===== src/rtl/otter_pkg.sv =====
// ---------------------------------------------------------------------------
// otter_pkg
// Shared constants and types for the OTTER PC sequencer: RV32I opcodes that
// steer the next-PC choice, branch funct3 codes, the mret encoding and the
// sequencer state enum.
// ---------------------------------------------------------------------------
package otter_pkg;

    // Opcodes (ir[6:0]) the sequencer cares about
    localparam logic [6:0] OP_JAL    = 7'b1101111;
    localparam logic [6:0] OP_JALR   = 7'b1100111;
    localparam logic [6:0] OP_BRANCH = 7'b1100011;
    localparam logic [6:0] OP_LOAD   = 7'b0000011;
    localparam logic [6:0] OP_STORE  = 7'b0100011;

    // Branch funct3 (ir[14:12]); 010/011 are unused and resolve not-taken
    localparam logic [2:0] F3_BEQ  = 3'b000;
    localparam logic [2:0] F3_BNE  = 3'b001;
    localparam logic [2:0] F3_BLT  = 3'b100;
    localparam logic [2:0] F3_BGE  = 3'b101;
    localparam logic [2:0] F3_BLTU = 3'b110;
    localparam logic [2:0] F3_BGEU = 3'b111;

    // Full mret encoding; matched as a whole word, not just by opcode
    localparam logic [31:0] MRET_INSN = 32'h3020_0073;

    typedef enum logic [1:0] {
        ST_FETCH    = 2'd0,
        ST_EXEC     = 2'd1,
        ST_WAIT_MEM = 2'd2,
        ST_TRAP     = 2'd3
    } seq_state_t;

    // True for instructions that may stall on the data memory
    function automatic logic is_mem_op(input logic [6:0] opcode);
        return (opcode == OP_LOAD) || (opcode == OP_STORE);
    endfunction

endpackage


===== src/rtl/otter_pc_sequencer_if.sv =====
// ---------------------------------------------------------------------------
// otter_pc_sequencer_if
// Bundle of every signal between the PC sequencer and its neighbours
// (instruction memory, register file, address generator, CSR unit, data
// memory).
//   master : the sequencer (drives fetch_req, pc, ir_q, status pulses)
//   slave  : the surrounding core / environment
// ---------------------------------------------------------------------------
interface otter_pc_sequencer_if #(
    parameter int XLEN = 32
);
    // instruction fetch
    logic            fetch_req;
    logic            fetch_ack;
    logic [31:0]     ir;
    // operands and targets for ir_q
    logic [XLEN-1:0] rs1_val;
    logic [XLEN-1:0] rs2_val;
    logic [XLEN-1:0] jal_tgt;
    logic [XLEN-1:0] branch_tgt;
    logic [XLEN-1:0] jalr_tgt;
    // CSR / interrupt / memory status
    logic [XLEN-1:0] mtvec;
    logic [XLEN-1:0] mepc;
    logic            intr;
    logic            mie;
    logic            mem_busy;
    // sequencer outputs
    logic [XLEN-1:0] pc;
    logic [31:0]     ir_q;
    logic            exec_valid;
    logic            redirect;
    logic            trap_take;
    logic [XLEN-1:0] trap_epc;
    logic            misalign;

    modport master (
        output fetch_req, pc, ir_q, exec_valid, redirect, trap_take,
               trap_epc, misalign,
        input  fetch_ack, ir, rs1_val, rs2_val, jal_tgt, branch_tgt,
               jalr_tgt, mtvec, mepc, intr, mie, mem_busy
    );

    modport slave (
        input  fetch_req, pc, ir_q, exec_valid, redirect, trap_take,
               trap_epc, misalign,
        output fetch_ack, ir, rs1_val, rs2_val, jal_tgt, branch_tgt,
               jalr_tgt, mtvec, mepc, intr, mie, mem_busy
    );

endinterface


===== src/rtl/otter_branch_cond.sv =====
// ---------------------------------------------------------------------------
// otter_branch_cond
// Combinational branch resolver: decides taken/not-taken from funct3 and the
// two register operands.
//   funct3_i : ir[14:12] of the branch
//   rs1_i    : first operand
//   rs2_i    : second operand
//   taken_o  : 1 when the branch condition holds
// ---------------------------------------------------------------------------
module otter_branch_cond
    import otter_pkg::*;
#(
    parameter int XLEN = 32
) (
    input  logic [2:0]      funct3_i,
    input  logic [XLEN-1:0] rs1_i,
    input  logic [XLEN-1:0] rs2_i,
    output logic            taken_o
);

    logic eq, lt_s, lt_u;

    assign eq   = (rs1_i == rs2_i);
    assign lt_s = ($signed(rs1_i) < $signed(rs2_i));
    assign lt_u = (rs1_i < rs2_i);

    always_comb begin
        taken_o = 1'b0;
        case (funct3_i)
            F3_BEQ:  taken_o = eq;
            F3_BNE:  taken_o = ~eq;
            F3_BLT:  taken_o = lt_s;
            F3_BGE:  taken_o = ~lt_s;
            F3_BLTU: taken_o = lt_u;
            F3_BGEU: taken_o = ~lt_u;
            default: taken_o = 1'b0;   // reserved encodings: silently not taken
        endcase
    end

endmodule


===== src/rtl/otter_pc_sequencer.sv =====
// ---------------------------------------------------------------------------
// otter_pc_sequencer
// Multicycle PC sequencer for the OTTER RV32I core. Owns the PC, runs the
// FETCH -> EXEC -> (WAIT_MEM) -> (TRAP) -> FETCH loop, resolves branches and
// picks the next PC (pc+4, jal/branch/jalr targets, mepc on mret, mtvec on
// interrupt entry).
//   clk   : rising-edge clock
//   rst_n : asynchronous active-low reset
//   bus   : master side of otter_pc_sequencer_if
//           fetch_req/fetch_ack/ir       instruction fetch handshake
//           rs1_val/rs2_val, *_tgt       operands and targets for ir_q
//           mtvec/mepc/intr/mie          trap vector, return addr, interrupt
//           mem_busy                     load/store of ir_q still in flight
//           pc/ir_q/exec_valid           architectural state
//           redirect/trap_take/misalign  one-cycle event pulses
//           trap_epc                     PC to resume at after the trap
// ---------------------------------------------------------------------------
module otter_pc_sequencer
    import otter_pkg::*;
#(
    parameter int              XLEN     = 32,
    parameter logic [XLEN-1:0] RESET_PC = '0
) (
    input  logic                 clk,
    input  logic                 rst_n,
    otter_pc_sequencer_if.master bus
);

    seq_state_t      state_q;
    logic [XLEN-1:0] pc_q;
    logic [XLEN-1:0] npc_q;       // next PC held across WAIT_MEM
    logic [XLEN-1:0] trap_epc_q;
    logic [31:0]     ir_q;

    logic [6:0]      opcode;
    logic            br_taken;
    logic [XLEN-1:0] pc_plus4;
    logic [XLEN-1:0] npc_d;
    logic            is_redir;
    logic            irq;
    logic            exec_stall;
    logic            exec_done;

    assign opcode = ir_q[6:0];

    otter_branch_cond #(.XLEN(XLEN)) u_branch_cond (
        .funct3_i (ir_q[14:12]),
        .rs1_i    (bus.rs1_val),
        .rs2_i    (bus.rs2_val),
        .taken_o  (br_taken)
    );

    // Next-PC selection for the instruction in ir_q. Addition wraps mod 2^XLEN.
    always_comb begin
        pc_plus4 = pc_q + XLEN'(4);
        npc_d    = pc_plus4;
        is_redir = 1'b0;
        if (ir_q == MRET_INSN) begin
            npc_d    = bus.mepc;
            is_redir = 1'b1;
        end else begin
            case (opcode)
                OP_JAL: begin
                    npc_d    = bus.jal_tgt;
                    is_redir = 1'b1;
                end
                OP_JALR: begin
                    npc_d    = bus.jalr_tgt & {{(XLEN-1){1'b1}}, 1'b0};
                    is_redir = 1'b1;
                end
                OP_BRANCH: begin
                    if (br_taken) begin
                        npc_d    = bus.branch_tgt;
                        is_redir = 1'b1;
                    end
                end
                default: ;
            endcase
        end
    end

    assign irq        = bus.intr & bus.mie;
    assign exec_stall = (state_q == ST_EXEC) && is_mem_op(opcode) && bus.mem_busy;
    assign exec_done  = (state_q == ST_EXEC) && !exec_stall;

    always_ff @(posedge clk or negedge rst_n) begin
        if (!rst_n) begin
            state_q    <= ST_FETCH;
            pc_q       <= RESET_PC;
            npc_q      <= '0;
            trap_epc_q <= '0;
            ir_q       <= '0;
        end else begin
            case (state_q)
                ST_FETCH: begin
                    if (bus.fetch_ack) begin
                        ir_q    <= bus.ir;
                        state_q <= ST_EXEC;
                    end
                end
                ST_EXEC: begin
                    if (exec_stall) begin
                        // pc stays on the load/store until memory finishes
                        npc_q   <= npc_d;
                        state_q <= ST_WAIT_MEM;
                    end else if (irq) begin
                        trap_epc_q <= npc_d;
                        state_q    <= ST_TRAP;
                    end else begin
                        pc_q    <= npc_d;
                        state_q <= ST_FETCH;
                    end
                end
                ST_WAIT_MEM: begin
                    if (!bus.mem_busy) begin
                        if (irq) begin
                            trap_epc_q <= npc_q;
                            state_q    <= ST_TRAP;
                        end else begin
                            pc_q    <= npc_q;
                            state_q <= ST_FETCH;
                        end
                    end
                end
                ST_TRAP: begin
                    pc_q    <= bus.mtvec;
                    state_q <= ST_FETCH;
                end
                default: state_q <= ST_FETCH;
            endcase
        end
    end

    // Pulses are decoded from the current state, so they drop to 0 the
    // instant reset asserts (state is forced to FETCH). redirect only fires
    // when pc is actually written from a jump target; an instruction that is
    // pre-empted by an interrupt hands its target to trap_epc instead.
    // Loads/stores never redirect, so WAIT_MEM completion needs no pulse.
    assign bus.fetch_req  = (state_q == ST_FETCH) && rst_n;
    assign bus.exec_valid = (state_q == ST_EXEC);
    assign bus.redirect   = exec_done && !irq && is_redir;
    assign bus.misalign   = exec_done && !irq && is_redir && (npc_d[1:0] != 2'b00);
    assign bus.trap_take  = (state_q == ST_TRAP);
    assign bus.pc         = pc_q;
    assign bus.ir_q       = ir_q;
    assign bus.trap_epc   = trap_epc_q;

endmodule


===== src/flat_wrapper.sv =====
// flat-port wrapper written by rule: the top's interface ports become plain ports
module otter_pc_sequencer_flat import otter_pkg::*;
#(
    parameter int              XLEN     = 32,
    parameter logic [XLEN-1:0] RESET_PC = '0
)
  (clk, rst_n, bus_fetch_req, bus_pc, bus_ir_q, bus_exec_valid, bus_redirect, bus_trap_take, bus_trap_epc, bus_misalign, bus_fetch_ack, bus_ir, bus_rs1_val, bus_rs2_val, bus_jal_tgt, bus_branch_tgt, bus_jalr_tgt, bus_mtvec, bus_mepc, bus_intr, bus_mie, bus_mem_busy);
  otter_pc_sequencer_if #(.XLEN(XLEN)) bus_i ();
  input  logic clk;
  input  logic rst_n;
  output wire logic [$bits(bus_i.fetch_req)-1:0] bus_fetch_req;
  output wire logic [$bits(bus_i.pc)-1:0] bus_pc;
  output wire logic [$bits(bus_i.ir_q)-1:0] bus_ir_q;
  output wire logic [$bits(bus_i.exec_valid)-1:0] bus_exec_valid;
  output wire logic [$bits(bus_i.redirect)-1:0] bus_redirect;
  output wire logic [$bits(bus_i.trap_take)-1:0] bus_trap_take;
  output wire logic [$bits(bus_i.trap_epc)-1:0] bus_trap_epc;
  output wire logic [$bits(bus_i.misalign)-1:0] bus_misalign;
  input wire logic [$bits(bus_i.fetch_ack)-1:0] bus_fetch_ack;
  input wire logic [$bits(bus_i.ir)-1:0] bus_ir;
  input wire logic [$bits(bus_i.rs1_val)-1:0] bus_rs1_val;
  input wire logic [$bits(bus_i.rs2_val)-1:0] bus_rs2_val;
  input wire logic [$bits(bus_i.jal_tgt)-1:0] bus_jal_tgt;
  input wire logic [$bits(bus_i.branch_tgt)-1:0] bus_branch_tgt;
  input wire logic [$bits(bus_i.jalr_tgt)-1:0] bus_jalr_tgt;
  input wire logic [$bits(bus_i.mtvec)-1:0] bus_mtvec;
  input wire logic [$bits(bus_i.mepc)-1:0] bus_mepc;
  input wire logic [$bits(bus_i.intr)-1:0] bus_intr;
  input wire logic [$bits(bus_i.mie)-1:0] bus_mie;
  input wire logic [$bits(bus_i.mem_busy)-1:0] bus_mem_busy;
  assign bus_fetch_req = bus_i.fetch_req;
  assign bus_pc = bus_i.pc;
  assign bus_ir_q = bus_i.ir_q;
  assign bus_exec_valid = bus_i.exec_valid;
  assign bus_redirect = bus_i.redirect;
  assign bus_trap_take = bus_i.trap_take;
  assign bus_trap_epc = bus_i.trap_epc;
  assign bus_misalign = bus_i.misalign;
  assign bus_i.fetch_ack = bus_fetch_ack;
  assign bus_i.ir = bus_ir;
  assign bus_i.rs1_val = bus_rs1_val;
  assign bus_i.rs2_val = bus_rs2_val;
  assign bus_i.jal_tgt = bus_jal_tgt;
  assign bus_i.branch_tgt = bus_branch_tgt;
  assign bus_i.jalr_tgt = bus_jalr_tgt;
  assign bus_i.mtvec = bus_mtvec;
  assign bus_i.mepc = bus_mepc;
  assign bus_i.intr = bus_intr;
  assign bus_i.mie = bus_mie;
  assign bus_i.mem_busy = bus_mem_busy;
  otter_pc_sequencer #(.XLEN(XLEN), .RESET_PC(RESET_PC)) u_core (.clk(clk), .rst_n(rst_n), .bus(bus_i));
endmodule

===== config.mk =====
export PLATFORM = sky130hd
export DESIGN_NAME = otter_pc_sequencer_flat
export DESIGN_NICKNAME = d
export VERILOG_FILES = /design/src/rtl/otter_pkg.sv /design/src/rtl/otter_pc_sequencer_if.sv /design/src/rtl/otter_branch_cond.sv /design/src/rtl/otter_pc_sequencer.sv /design/src/flat_wrapper.sv
export SDC_FILE = /design/constraint.sdc
export NUM_CORES = 1
export LEC_CHECK = 0
export CELL_PAD_IN_SITES_DETAIL_PLACEMENT = 2
export CELL_PAD_IN_SITES_GLOBAL_PLACEMENT = 2
export CORE_MARGIN = 1.5
export CORE_UTILIZATION = 24
export DETAILED_ROUTE_END_ITERATION = 10
export PLACE_DENSITY_LB_ADDON = 0.12
export SLEW_MARGIN = 25
export SYNTH_ARGS = -nofsm -noshare
export SYNTH_HDL_FRONTEND = slang
export SYNTH_SLANG_ARGS = --single-unit

===== constraint.sdc =====
create_clock -name clk -period 4.2 [get_ports clk]
set_clock_uncertainty 0.05 [all_clocks]
set_input_delay 0.63 -clock clk [delete_from_list [all_inputs] [get_ports clk]]
set_output_delay 0.63 -clock clk [all_outputs]
set_load 0.03 [all_outputs]

# Word-level counts from Yosys, hierarchy flattened
# Cells that the tools add are included.
[word_totals]
n_memories = 0
elab_cells = 77
reg_bits = 130
output_inout_bits = 101
mem_bits_ro = 0
latchBits = 0
ram_bits = 0
[classes]
magnitude_cmp = 2
n_bitwise = 4
muxes = 22
n_mul = 0
reduce_logical = 21
shifts = 0
eq_ne = 22
add_sub_neg = 1
n_div = 0
[op_table]
columns = ["op", "n"]
rows = [
  ["$mux 32", 10],
  ["$pmux 32 s3", 2],
  ["$lt 32x32->1", 2],
  ["$pmux 32 s2", 1],
  ["$add 32x3->32 const B", 1],
  ["$eq 32x30->1 const B", 1],
  ["$eq 32x32->1", 1],
  ["$eq 7x7->1 const B", 3],
  ["$eq 3x3->1 const B", 4],
  ["$ne 2x2->1 const B", 5],
  ["$reduce_and 5->1", 2],
  ["$mux 2", 4],
  ["$pmux 2 s4", 1],
  ["$eq 7x2->1 const B", 1],
  ["$eq 7x6->1 const B", 1],
  ["$logic_and 1x1->1", 7],
  ["$pmux 1 s6", 1],
  ["$reduce_and 2->1", 3],
  ["$eq 2x2->1 const B", 2],
  ["$ne 2x1->1 const B", 2],
  ["$reduce_bool 2->1", 2],
  ["$eq 3x1->1 const B", 1],
  ["$logic_not 3->1", 1],
  ["$not 1->1", 3],
  ["other kinds (9)", 11],
]

# Logic depth before layout (Yosys ltp)
[depth]
ltp_word = 9
depth_mapped = 13

# Hierarchy
# Synthesis repeated with hierarchy kept, for this count alone.
[hier_totals]
cells_unflattened = 1036
hier_area_um2 = 9038.7
[modules_own_cells]
columns = ["mod", "cells_each", "area_per_inst_um2", "n_inst"]
rows = [
  ["otter_pc_sequencer", 916, 8174.1, 1],
  ["otter_branch_cond", 120, 864.6, 1],
]

# Least setup slack after synthesis
# Ideal clock, no wire load.
[synth_path]
kind = "input to output"
from = "input port bus_rs2_val[14]"
to = "output port bus_misalign"
cell_stages = 10
setup_slack_ns = -0.068
t_arrival_ns = 3.588
required_ns = 3.520
path_cell_list = "inv_1 ha_1 a21oi_1 nand2_1 a221o_1 o31a_1 o31ai_4 o21ai_2 a21oi_1 a21boi_1"
[synth_between]
elab_chain_len = 8
word_cells_on_any_way = 16
classes_between = "2 x order compare; 1 x eq/ne; 7 x mux; 3 x bitwise; 3 x reduce/logical"
[synth_lines]
columns = ["element", "line_no", "source"]
rows = [
  ["start: declaration", "flat_wrapper.sv:22", "input wire logic [$bits(bus_i.rs2_val)-1:0] bus_rs2_val;"],
  ["$lt 32x32->1 (tied with other cells)", "otter_branch_cond.sv:25", "assign lt_u = (rs1_i < rs2_i);"],
  ["$not 1->1, on equally long branches", "otter_branch_cond.sv:35, otter_branch_cond.sv:31, otter_branch_cond.sv:33", ""],
  ["$pmux 1 s6 *", "otter_branch_cond.sv:29", "case (funct3_i)"],
  ["$mux 1 *", "otter_pc_sequencer.sv:72", "if (br_taken) begin"],
  ["$pmux 1 s2 *", "otter_pc_sequencer.sv:62", "case (opcode)"],
  ["$mux 1 *", "otter_pc_sequencer.sv:58", "if (ir_q == MRET_INSN) begin"],
  ["$logic_and 1x1->1 *", "--", ""],
  ["named net bus_redirect", "flat_wrapper.sv:15", "output wire logic [$bits(bus_i.redirect)-1:0] bus_redirect;"],
  ["$logic_and 1x1->1 *", "otter_pc_sequencer.sv:142", "assign bus.misalign = exec_done && !irq && is_redir && (npc_d[1:0] != 2'b00);"],
  ["end: declaration", "flat_wrapper.sv:18", "output wire logic [$bits(bus_i.misalign)-1:0] bus_misalign;"],
]
# The timed path passes the listed nets; every way through them passes the cells marked *.

# Final worst setup path
[layout_path]
from = "input port bus_rs2_val[4]"
to = "output port bus_misalign"
[layout_between]
elab_chain_len = 8
word_cells_on_any_way = 16
classes_between = "2 x order compare; 1 x eq/ne; 7 x mux; 3 x bitwise; 3 x reduce/logical"
[layout_lines]
columns = ["element", "line_no"]
rows = [
  ["$lt 32x32->1 (tied with other cells)", "otter_branch_cond.sv:25"],
  ["$not 1->1, on equally long branches", "otter_branch_cond.sv:35, otter_branch_cond.sv:31, otter_branch_cond.sv:33"],
  ["$pmux 1 s6 *", "otter_branch_cond.sv:29"],
  ["$mux 32 / $mux 1 (equally long branches)", "otter_pc_sequencer.sv:72"],
  ["$pmux 32 s3 / $pmux 1 s2 (equally long branches)", "otter_pc_sequencer.sv:62"],
  ["$mux 32 / $mux 1 (equally long branches)", "otter_pc_sequencer.sv:58"],
  ["$reduce_bool 2->1 / $logic_and 1x1->1 (equally long branches)", "otter_pc_sequencer.sv:142"],
  ["$logic_and 1x1->1 *", "otter_pc_sequencer.sv:142"],
]
# Mark *: on every way between the ends. The rest lies on a longest branch, timed or not.

==> flow_metrics.py <==
metrics = {
    "synthesis": {
        "synthesis.nets": 1341,
        "seq_area_frac_synth": 0.366,
        "yosys_register_bits": 130,
        "synth-edff-count": 0,
        "synth_cell_types": 69,
        "synth_area_um2": 8890,
        "synth_common_cells": "nand2_1 (133), dfrtp_1 (130), nor2_1 (95)",
        "ys_warn_count": 0,
        "synth-main-ff-cell": "dfrtp_1",
        "synth_top_area_frac": 0.366,
        "synthCells": 1046,
        "yosys.area.top_type": "dfrtp_1",
        "netlist_top_cells_area": "dfrtp_1 (37%), nand2_1 (5.6%), mux2_2 (5.6%)",
        "async_flop_share": 1.00,
        "synth_area_per_cell_um2": 8.50,
        "synth.most_common_cell": "nand2_1",
    },
    "sta": {
        "rsz0062_at_grt": "no",
        "setup_viol": 0,
        "tns_ps": 0,
        "final-hold-violation-count": 0,
        "timing.fmax_mhz": 245,
        "drv_slew": 0,
        "final.min_clock_period_ps": 4080,
        "tightest_slew_ps": 915,
        "maxSlewHeadroom": 0.380,
        "fin_crit_sh": 0.972,
        "timing.final.ws_setup_ps": 119,
    },
    "place": {
        "place_congestion": 0.785,
        "io_buffers": 361,
        "dp_slack_ps": -177,
        "post-dp-hpwl_mm": 36.3,
    },
    "cts": {
        "numCtsBuffers": 17,
        "cts.path.max_buffers": 2,
        "cts_tree": "yes",
        "htree_num_levels": 4,
        "clk_latency_ps": 440,
        "clock-sinks": 130,
        "root_buffer": "clkbuf_16",
        "clkTransAtPathRegs_ps": 70,
    },
    "setup_path": {
        "critPathArrivalTime_ps": 3400,
        "crit_type": "in -> out",
        "crit_path_start_kind": "input pin",
        "cp.required_ps": 3520,
        "critPathMaxFanout": 3,
        "worst_setup_path_end_kind": "output port",
        "reg2reg_setup_slack_ps": 780,
    },
    "hold_path": {
        "min_path_type": "in -> async",
    },
    "floorplanning": {
        "ios": 363,
        "fp-row-count": 70,
        "die_area_um2": 38200,
        "die_x_um": 195,
        "initial_core_util": 0.243,
        "die_h_um": 195,
        "fp.coreArea_um2": 36500,
    },
    "detailed_routing": {
        "wl_per_cell_um": 25.0,
        "first_pass_iters": 5,
        "wirelength_mm": 47.9,
        "dr.first_iter.drc_count": 466,
        "vias": 10000,
        "ant_nets": 0,
        "drcViolationCount": 0,
        "vias_per_cell": 5.22,
    },
    "pwr": {
        "powerDensity_nw_per_um2": 598,
        "finalPower_mw": 8.68,
        "power_leakage_nw": 6.18,
        "ir_drop_mv": 0.296,
    },
    "finish": {
        "final_nets": 1729,
        "fin_util": 0.398,
        "area_growth_pct": 63.3,
        "fillers": 3971,
        "drive_gt1_frac": 0.160,
    },
    "outcome": {
        "status": "complete, no violations",
    },
    "global_routing": {
        "antenna_found_initial": 4,
        "grt_pass1_vias": 10900,
        "grt_pass1_wl_mm": 70.4,
        "grt-ovfl-total": 0,
        "grt_max_degree": 48,
        "grt_use_total": 0.248,
    },
    "flow_run": {
        "maxCapViolCount": 0,
    },
}
-- power breakdown --
part           internal, mW  switching, mW  total (mW)
sequential             1.75          0.557        2.31
combinational          2.07           2.75        4.83
clock                 0.909          0.639        1.55
-- layout by cell type, fill, tap and decap left out, types with 11 or more instances in the layout --
| master | Yosys | final |
|---|---|---|
| mux2i_1 | 39 | 38 |
| nand2_1 | 133 | 133 |
| inv_1 | 39 | 17 |
| and3_1 | 25 | 25 |
| dlymetal6s2s_1 | 0 | 36 |
| a21oi_1 | 82 | 76 |
| buf_4 | 1 | 74 |
| dfrtp_1 | 130 | 129 |
| inv_2 | 0 | 22 |
| o21ai_0 | 53 | 52 |
| clkdlybuf4s50_1 | 0 | 322 |
| a211oi_1 | 11 | 11 |
| xnor2_1 | 21 | 21 |
| nor3_1 | 21 | 20 |
| ha_4 | 0 | 22 |
| clkbuf_16 | 0 | 17 |
| mux2_2 | 44 | 44 |
| a31oi_1 | 16 | 16 |
| nor2_1 | 95 | 91 |
| nand3_1 | 31 | 30 |
| o21ai_1 | 17 | 18 |
| o211ai_1 | 24 | 24 |
| nand4_1 | 18 | 18 |
-- per-layer routing --
metal / vias to the layer above / wire length (µm) / global-route usage
met5: - / 9 / 0
met4: 2 / 979 / 0.0755
met3: 43 / 2190 / 0.0432
met2: 253 / 23100 / 0.415
met1: 5109 / 21600 / 0.325
li1: 4610 / - / -
-- worst max-delay path, stage by stage --
cell and delay (ps):
clkdlybuf4s50_1 460, inv_1 40, ha_2 170, a21oi_2 110
o21ai_1 80, a221o_1 360, o31a_1 280, buf_6 130
o31ai_4 340, o311ai_2 140, a31o_2 300, a21boi_2 190
buf_12 150
-- final cells by class --
cell class | count | area, µm² | share of cell area
Sequential cell | 130 | 3250 | 0.224
Timing Repair Buffer | 436 | 4290 | 0.296
Inverter | 39 | 146 | 0.0101
Tap cell | 468 | 586 | 0.0403
Clock buffer | 21 | 460 | 0.0317
Antenna cell | 3 | 7.51 | 0.000517
Clock inverter | 11 | 130 | 0.00896
Multi-Input combinational cell | 810 | 5640 | 0.389
-- final timing paths --
kind / cells after the start / end / start
worst max-delay path: 13 / bus_misalign / bus_rs2_val[4]
min in group clk: 1 / u_core.bus.trap_epc[23] / u_core.bus.trap_epc[23]
max in group asynchronous: 3 / u_core.bus.pc[3] / rst_n
worst min-delay path: 1 / u_core.bus.ir_q[8] / rst_n
worst min register to register: 1 / u_core.bus.trap_epc[23] / u_core.bus.trap_epc[23]
worst max register to register: 10 / u_core.bus.pc[26] / u_core.bus.pc[2]
-- flip-flops by register name, indices dropped and copies added, names as in the netlist --
signal / count
u_core.state_q: 2
u_core.npc_q: 32
u_core.bus.ir_q: 32
u_core.bus.trap_epc: 32
u_core.bus.pc: 32
-- cell families (layout without fill, tap and decap cells) --
group	count (synthesis)	after routing	synth area share
compound gates	293	293	0.218
xor+xnor	28	28	0.0276
fa+ha+maj	33	33	0.0464
buf+inv	106	507	0.0457
flops	130	130	0.366
mux	83	83	0.0996
other cells	0	3	0
simple gates	373	373	0.196
-- metrics by stage --
| stage | std cells | area (µm²) | hold WS (ps) |
|---|---|---|---|
| 2_1_floorplan | 1046 | 8890 | 284 |
| 3_3_place_gp | 1871 | 13400 | 425 |
| 3_5_place_dp | 1871 | 13400 | 427 |
| 4_1_cts | 1905 | 14000 | 92.2 |
| 5_1_grt | 1917 | 14500 | 100 |
| 6_report | 1918 | 14500 | 79.1 |
-- what timing repair did --
action | CTS | global route
buffers inserted | 3 | 10
pin swaps | 12 | 39
resized for setup | 8 | 95
setup endpoints to repair | 1 | 1
hold buffers | 0 | 0
(Power assumes the default switching activity.)
